--- config.mk ---
export PLATFORM = sky130hd
export DESIGN_NAME = temporizador
export DESIGN_NICKNAME = d
export VERILOG_FILES = /design/src/rtl/temporizador_pkg.sv /design/src/rtl/temporizador_divisor_tick.sv /design/src/rtl/temporizador.sv
export SDC_FILE = /design/constraint.sdc
export NUM_CORES = 1
export LEC_CHECK = 0
export ABC_AREA = 1
export CAP_MARGIN = 20
export CORE_MARGIN = 2
export CORE_UTILIZATION = 55
export CTS_CLUSTER_DIAMETER = 40
export DETAILED_ROUTE_END_ITERATION = 8
export GPL_TIMING_DRIVEN = 0
export MAX_ROUTING_LAYER = met4
export PLACE_DENSITY = 0.91
export RECOVER_POWER = 25
export SLEW_MARGIN = 5
export SYNTH_ARGS = -nofsm -noshare
export SYNTH_HDL_FRONTEND = slang
export SYNTH_SLANG_ARGS = --single-unit
--- constraint.sdc ---
create_clock -name clk -period 2.2 [get_ports clk]
set_input_delay 0.33 -clock clk [delete_from_list [all_inputs] [get_ports clk]]
set_output_delay 0.33 -clock clk [all_outputs]
set_load 0.03 [all_outputs]
--- src/rtl/temporizador_pkg.sv ---
// rtl/temporizador_pkg.sv - shared BCD constants, digit record and arithmetic helpers for the mm:ss countdown (optional ADD_30S_EN helper)
package temporizador_pkg;

    localparam logic [3:0] BCD_MAX_UNI     = 4'd9;
    localparam logic [3:0] BCD_MAX_SEG_DEZ = 4'd5;
    localparam logic [3:0] TECLA_MAX       = 4'd9;

    typedef struct packed {
        logic [3:0] min_dez;
        logic [3:0] min_uni;
        logic [3:0] seg_dez;
        logic [3:0] seg_uni;
    } tempo_t;

    // Largest value the add path may produce: 99:59
    localparam tempo_t SATURACAO = '{min_dez: 4'd9, min_uni: 4'd9, seg_dez: 4'd5, seg_uni: 4'd9};

    // One-second BCD decrement; caller guarantees the value is not 00:00.
    // A seconds-tens digit above 5 simply decrements, so keyed 00:99 runs 99,98..90,89.
    function automatic tempo_t decrementa(input tempo_t t);
        tempo_t r;
        r = t;
        if (t.seg_uni != 4'd0) begin
            r.seg_uni = t.seg_uni - 4'd1;
        end else begin
            r.seg_uni = BCD_MAX_UNI;
            if (t.seg_dez != 4'd0) begin
                r.seg_dez = t.seg_dez - 4'd1;
            end else begin
                r.seg_dez = BCD_MAX_SEG_DEZ;
                if (t.min_uni != 4'd0) begin
                    r.min_uni = t.min_uni - 4'd1;
                end else begin
                    r.min_uni = BCD_MAX_UNI;
                    r.min_dez = t.min_dez - 4'd1;
                end
            end
        end
        return r;
    endfunction

`ifdef ADD_30S_EN
    // Adds 30 s; seconds are normalised to 0..59 with carry into minutes,
    // and anything past 99 minutes clamps to 99:59.
    function automatic tempo_t soma_30(input tempo_t t);
        tempo_t r;
        int     segs;
        int     mins;
        segs = int'(t.seg_dez) * 10 + int'(t.seg_uni) + 30;
        mins = int'(t.min_dez) * 10 + int'(t.min_uni) + segs / 60;
        segs = segs % 60;
        if (mins > 99) begin
            r = SATURACAO;
        end else begin
            r.min_dez = 4'(mins / 10);
            r.min_uni = 4'(mins % 10);
            r.seg_dez = 4'(segs / 10);
            r.seg_uni = 4'(segs % 10);
        end
        return r;
    endfunction
`endif

endpackage

--- src/rtl/temporizador_divisor_tick.sv ---
// rtl/temporizador_divisor_tick.sv - one-second prescaler producing a single-cycle tick while enabled
module divisor_tick #(
    parameter int TICKS_PER_SEC = 100
) (
    input  logic clk,
    input  logic rst,
    input  logic clear,
    input  logic en,
    output logic tick
);

    localparam int              W   = $clog2(TICKS_PER_SEC);
    localparam logic [W-1:0]    MAX = W'(TICKS_PER_SEC - 1);

    logic [W-1:0] cnt;

    // Count only while enabled; dropping en discards the partial second
    always_ff @(posedge clk) begin
        if (rst || clear || !en) begin
            cnt <= '0;
        end else if (cnt == MAX) begin
            cnt <= '0;
        end else begin
            cnt <= cnt + 1'b1;
        end
    end

    assign tick = en && (cnt == MAX);

endmodule

--- src/rtl/temporizador.sv ---
// rtl/temporizador.sv - mm:ss BCD countdown timer feeding the magnetron controller; ADD_30S_EN enables the +30 s strobe
import temporizador_pkg::*;

module temporizador #(
    parameter int TICKS_PER_SEC = 100
) (
    input  logic       clk,
    input  logic       rst,
    input  logic       clrn,
    input  logic       tecla_valida,
    input  logic [3:0] tecla,
    input  logic       ligar,
`ifdef ADD_30S_EN
    input  logic       adicionar_30,
`endif
    output logic [3:0] min_dez,
    output logic [3:0] min_uni,
    output logic [3:0] seg_dez,
    output logic [3:0] seg_uni,
    output logic       zero
);

    tempo_t tempo;
    logic   tick;

    divisor_tick #(
        .TICKS_PER_SEC(TICKS_PER_SEC)
    ) u_divisor (
        .clk  (clk),
        .rst  (rst),
        .clear(!clrn),
        .en   (ligar),
        .tick (tick)
    );

    // Digit registers: clear, then countdown, then +30 s, then keypad shift-in
    always_ff @(posedge clk) begin
        if (rst) begin
            tempo <= '0;
        end else if (!clrn) begin
            tempo <= '0;
        end else if (tick) begin
            if (!zero) begin
                tempo <= decrementa(tempo);
            end
`ifdef ADD_30S_EN
        end else if (adicionar_30) begin
            tempo <= soma_30(tempo);
`endif
        end else if (tecla_valida && !ligar && (tecla <= TECLA_MAX)) begin
            tempo <= '{min_dez: tempo.min_uni, min_uni: tempo.seg_dez,
                       seg_dez: tempo.seg_uni, seg_uni: tecla};
        end
    end

    assign min_dez = tempo.min_dez;
    assign min_uni = tempo.min_uni;
    assign seg_dez = tempo.seg_dez;
    assign seg_uni = tempo.seg_uni;
    assign zero    = (tempo == '0);

endmodule

---- Yosys cells after proc, flatten, opt, wreduce, memory -nomap -nowiden ----
Index checks and enable logic that the tools add are counted.
cells by class
  mux-type cells .......................... 9
  reduce and logical (&&, ||, !) cells .... 18
  eq/ne operators ......................... 5
  $lt $le $gt $ge ......................... 1
  bitwise operators ....................... 1
  $add $sub $neg .......................... 5
operators by type and width
  kind                   count
  $mux W16               3
  $logic_not A16 Y1      1
  $mux W4                4
  $sub A4 B1 Y4 const B  4
  $mux W12               1
  $reduce_bool A4 Y1     3
  $mux W8                1
  $ne A2 B2 Y1 const B   4
  $add A7 B1 Y7 const B  1
  $eq A7 B7 Y1 const B   1
  $reduce_and A5 Y1      1
  $le A4 B4 Y1 const B   1
  $reduce_and A4 Y1      1
  $reduce_or A2 Y1       2
  $logic_and A1 B1 Y1    3
  $reduce_and A3 Y1      1
  $logic_not A1 Y1       2
  $logic_or A1 B1 Y1     2
  $reduce_and A2 Y1      1
  $reduce_bool A2 Y1     1
  $not A1 Y1             1
word-level totals
  register bits after elaboration ......... 23
  output and inout port bits .............. 17
  input port bits ......................... 9
  logic and storage cells ................. 44

---- Depth between registers and ports, before layout ----
  depth after elaboration ................. 6
  depth in mapped cells ................... 11
  gate-level depth less buffers ........... 11

---- Modules after synthesis ----
A second synthesis with hierarchy kept.
unflattened totals
  cells, all modules ...................... 228
  area, all modules ....................... 1502.7 um2
by module, submodules not included
  module        sequential area each (um2)  area each (um2)  cells an instance  instances
  temporizador  320.3                       1152.4           178                1
  divisor_tick  140.1                       350.3            50                 1

---- Least setup slack after synthesis ----
Ideal clock, no wire load.
  kind .................................... reg2reg
  from .................................... register tempo, in the netlist min_dez[0]
  to ...................................... register tempo, in the netlist min_dez[0]
  cell stages (with the launch flop) ...... 11
  arrival time ............................ 1539 ps
  library setup time ...................... 110 ps
  period minus slack after synthesis ...... 1648 ps
  slack ................................... 552 ps
  buffers on the path ..................... 0
  required time ........................... 2090 ps
  path through ............................ dfxtp_1 > inv_1 > ha_1 > nand3_1 > nor2_1 > nand2_1 > inv_1 > nand2_1 > nand3_1 > nand2_1 > nor2_1
on the way
  elaborated cells between the ends (all ways) .. 9
  classes of those cells .................. add/sub (1); eq/ne (1); mux (5); reduce/logical (2)
RTL lines
  element                             RTL line            RTL
  start, declared                     temporizador.sv:23  tempo_t tempo;
  start signal, assigned              temporizador.sv:44  tempo <= decrementa(tempo);
  start signal, assigned              temporizador.sv:51  tempo <= '{min_dez: tempo.min_uni, min_uni: tempo.seg_dez,
  $logic_not A16 Y1                   temporizador.sv:60  assign zero = (tempo == '0);
  named net zero                      temporizador.sv:20  output logic zero
  $ne A2 B2 Y1 (no source line)       n/a
  $reduce_and A5 Y1 (no source line)  n/a
The timed path passes the listed nets, and every way through them passes these cells. The select of a mux whose other input is x is not followed.
A chain may end at the register's enable or synchronous reset.

---- Worst setup path after layout ----
  from .................................... register tempo, in the netlist seg_dez[0]
  to ...................................... output port zero
on the way
  word-level cells in the longest chain between the ends .. 1
RTL lines
  element            RTL line
  $logic_not A16 Y1  temporizador.sv:60
  end, declared      temporizador.sv:20
No other way between the ends.

==> impl_summary.txt <==
----------------------------------------------------
[Status]
  Result of the run ... finished, final reports clean

[STA]
  Max Transition Viols Final ... 0
  Finish-stage setup viols ... 0
  Final hold violation count ... 0
  Transition at the pin with the smallest max-transition slack ... 524 ps
  Normalized max-slew margin ... approximately two thirds
  Period Utilization, post-route ... 93.6%
  Worst-case clock skew ... approximately 3.7 ps
  Fmax ... 486 MHz
  Shortest period the worst path allows ... around 2000 ps
  Setup TNS ... 0 ps
  Unrepaired setup endpoints after global routing ... false

[Critical path]
  Levels on crit path ... 6
  Highest net fanout along the worst path ... 6
  Cell family with the largest share of critical-path delay ... simple AND/OR/NAND/NOR gates
  Kind of critical path ... reg -> out
  Required @ worst endpoint ... roughly 1900 ps
  Crit path from ... seg_dez[0]
  Element type at the critical path end ... primary output
  Slowest cell on the critical path ... sky130_fd_sc_hd__dlygate4sd2_1
  Crit-path cells ... nor2_2 -> nand2_1 -> nor2_1 -> nand2_1 -> inv_1 -> dlygate4sd2_1
  Signal arrival time at the worst endpoint ... about 1700 ps
  CP Buf/Inv Count ... 2
  Most common cell type on the critical path ... sky130_fd_sc_hd__nand2_1
  Startpoint of the most critical register-to-register path ... u_divisor.cnt[0]
  CP startpoint kind ... register
  Peak per-stage delay on the critical path ... 400 ps
  Register-to-Register Path Depth ... 10

[Synth]
  Number of register bits inferred by synthesis ... 23
  Syn. warnings ... 0
  Ys flop type ... sky130_fd_sc_hd__dfxtp_1
  Synth Area in Adders ... about 2.6%
  Portion of synthesized cell area occupied by the leading cell type ... between 30% and 40%
  Asr flop ratio synth ... 0%
  Most frequently used cell type in the post-synthesis netlist ... sky130_fd_sc_hd__nand2_1
  Simple-gate share of the synthesized area ... a little over two fifths
  Cell types with the highest counts after synthesis ... sky130_fd_sc_hd__nand2_1, sky130_fd_sc_hd__nand3_1, sky130_fd_sc_hd__inv_1, sky130_fd_sc_hd__dfxtp_1, sky130_fd_sc_hd__nor2_1
  Cell count after synthesis ... 230
  Count of different cell masters after synthesis ... 29
  Area contributors post-synth ... sky130_fd_sc_hd__dfxtp_1, sky130_fd_sc_hd__nand2_1, sky130_fd_sc_hd__nand3_1
  Library cell occupying the most area in the post-synthesis netlist ... sky130_fd_sc_hd__dfxtp_1
  Avg Inst Size Synth ... around 6.4 sq um
  Synth Area in XOR/XNOR ... about 2.4%
  Mapped Area ... between 0.001 and 0.0015 sq mm
  EDFF count, synth ... 0
  Largest family of logic cells by synthesized area ... simple AND/OR/NAND/NOR gates
  Fraction of the mapped netlist area in compound gates ... 10.8%
  Number of nets in the synthesized netlist ... about 240
  Multiplexer fraction of the synthesized cell area ... 0%
  Seq/Total Area, Yosys ... a little under a third

[Route]
  Total number of vias ... ~1500
  Detailed Route WL ... approximately 3.2 mm
  Number of DRC markers after the initial detailed-route iteration ... 70
  Detailed-route DRC error count ... 0
  Detailed Routing Iterations Pass 1 ... 4
  Routed len/inst ... 11.1 um
  Via-to-Cell Ratio ... approximately 5.1
  Number of nets still failing antenna checks after routing ... 0

[Die]
  CORE AREA ... between 0.002 and 0.0025 sq mm
  Initial cell density of the core ... approximately three fifths
  Die Outline Area ... slightly above 0.003 sq mm
  Die Y-Extent ... approximately 56 um
  Die Wd ... 55.7 um
  Std cell rows ... 18
  Top-level port count ... 26

[Cells and area]
  Final core utilization ... between 70% and 80%
  Final net count ... 272
  Fill count ... between 200 and 250
  Area growth syn-to-layout ... 21.0%
  Layout cell share with drive strength beyond 1 ... under 10%
  Number of antenna cells inserted ... 0

[Worst hold path]
  Min-Delay Startpoint ... u_divisor.cnt[0]
  Class of the tightest hold or removal check ... reg -> reg
  Hold Path Cell Cnt ... 1

[Clocking]
  Number of sinks handled by clock tree synthesis ... 23
  Post-CTS sizing ... 1
  CTS H-tree lvls ... 1
  CTS Hold Bufs ... 0
  Clock-pin slew on the worst setup and hold paths ... about 120 ps
  Cell chosen for the clock root ... sky130_fd_sc_hd__clkbuf_4
  Insertion delay of the later-clocked pin in the worst-skew pair ... roughly 310 ps
  Clock buffer depth ... 2
  TritonCTS buffer count ... 3
  Clock tree from TritonCTS ... yes
  Number of setup buffers added after CTS ... 0

[Run]
  Max capacitance violation total ... 0

[Power]
  Total chip power ... about 730 uW
  Leak ... between 0.7 and 0.8 nW
  Largest voltage drop on the vdd net ... about 460 uV
  Power per Cell Area ... 412 mW/mm^2

[Place]
  Count of port buffers added during placement ... 25
  Gp weighted congestion ... between 0.8 and 0.9
  Detailed Place HPWL ... ~2.4 mm

[GRT]
  Wire length of the first global-routing pass ... ~5.5 mm
  GRT Resource Usage Total ... 22.1%
  Number of antenna violations at the first check in global routing ... 0
  Vias in the first global route ... approximately 1300
  Grt total ovfl ... 0
  Pin count of the biggest net entering global routing ... 13

----------------------------------------------------
-- layout by cell type, fill, tap and decap left out --
cell                              instances
sky130_fd_sc_hd__clkbuf_4                 3
sky130_fd_sc_hd__inv_2                    2
sky130_fd_sc_hd__inv_1                   25
sky130_fd_sc_hd__nand2_1                 70
sky130_fd_sc_hd__dfxtp_1                 23
sky130_fd_sc_hd__buf_2                    1
sky130_fd_sc_hd__o21a_1                   1
sky130_fd_sc_hd__clkbuf_1                 4
sky130_fd_sc_hd__nor2_8                   1
sky130_fd_sc_hd__nor3_1                   2
sky130_fd_sc_hd__o211ai_1                 1
sky130_fd_sc_hd__dlygate4sd2_1            1
sky130_fd_sc_hd__o21ai_2                  1
sky130_fd_sc_hd__nor2_4                   1
sky130_fd_sc_hd__nor3b_1                  3
sky130_fd_sc_hd__nand3_4                  1
sky130_fd_sc_hd__dlygate4sd3_1            2
sky130_fd_sc_hd__nor2_1                  22
sky130_fd_sc_hd__nand2_2                  2
sky130_fd_sc_hd__nand3_1                 26
sky130_fd_sc_hd__o21ai_0                 15
sky130_fd_sc_hd__nand2_4                  2
sky130_fd_sc_hd__clkdlybuf4s50_1         22
sky130_fd_sc_hd__xor2_1                   3
sky130_fd_sc_hd__xnor2_1                  1
sky130_fd_sc_hd__and3_1                   2
sky130_fd_sc_hd__nand3_2                  1
sky130_fd_sc_hd__nor2_2                   4
sky130_fd_sc_hd__ha_1                     3
sky130_fd_sc_hd__buf_6                    1
sky130_fd_sc_hd__a21oi_1                 12
sky130_fd_sc_hd__nand4_1                  1
-- logic make-up after synthesis --
| family | count (synthesis) |
|---|---|
| AOI/OAI and AO/OA | 30 |
| DFF | 23 |
| buffers and inverters | 32 |
| xor gates and xnor gates | 4 |
| adders and majority gates | 3 |
| and+or+nand+nor | 138 |
-- worst paths after layout --
check,end,slack [ps]
worst max-delay path,zero,140
worst min-delay path,u_divisor.cnt[0],460
worst max register to register,min_dez[0],300
worst min register to register,u_divisor.cnt[0],460
-- through the flow --
stage / setup slack, ps / cells / area (sq um) / hold WS, ps
finish: 140 / 289 / 1780 / 458
detailed placement: 119 / 285 / 1760 / 450
floorplan: 552 / 230 / 1470 / 418
global placement: 142 / 285 / 1760 / 430
global route: 6.58 / 289 / 1780 / 482
CTS: 137 / 289 / 1780 / 468
-- worst register-to-register path, stage by stage (launching register included) --
cell and delay [ps]:
sky130_fd_sc_hd__dfxtp_1 370, sky130_fd_sc_hd__ha_1 240, sky130_fd_sc_hd__inv_2 60, sky130_fd_sc_hd__nor2_4 110
sky130_fd_sc_hd__nand3_4 100, sky130_fd_sc_hd__nor2_8 150, sky130_fd_sc_hd__clkbuf_1 330, sky130_fd_sc_hd__nand2_1 180
sky130_fd_sc_hd__nand3_1 110, sky130_fd_sc_hd__nand2_1 50, sky130_fd_sc_hd__nor2_1 130
-- where the power goes --
| group | switching, mW | internal, mW |
|---|---|---|
| clock | 0.126 | 0.0710 |
| sequential | 0.00487 | 0.421 |
| combinational | 0.0667 | 0.0434 |
| total | 0.198 | 0.536 |
-- final cells by class --
type | count | area [sq um] | share of cell area [%]
buffer | 5 | 27.5 | 1.55
clock buffer | 4 | 26.3 | 1.48
inverter | 27 | 101 | 5.70
multi-input combinational | 175 | 877 | 49.3
sequential | 23 | 460 | 25.9
tap | 30 | 37.5 | 2.11
timing repair buffer | 25 | 249 | 14.0
-- routing by layer --
| layer | track usage (%) | up-vias | part of all wire (%) |
|---|---|---|---|
| li1 | - | 792 | - |
| met1 | 27.8 | 651 | 48 |
| met2 | 34.5 | 43 | 46 |
| met3 | 5.35 | 2 | 5.6 |
| met4 | 7.67 | 0 | 0.25 |
| met5 | - | - | 0 |
-- flip-flops by register name (all words and copies together), names as in the netlist --
| name | cells |
|---|---|
| seg_dez | 4 |
| min_uni | 4 |
| seg_uni | 4 |
| min_dez | 4 |
| u_divisor.cnt | 7 |
(Power assumes the default switching activity.)
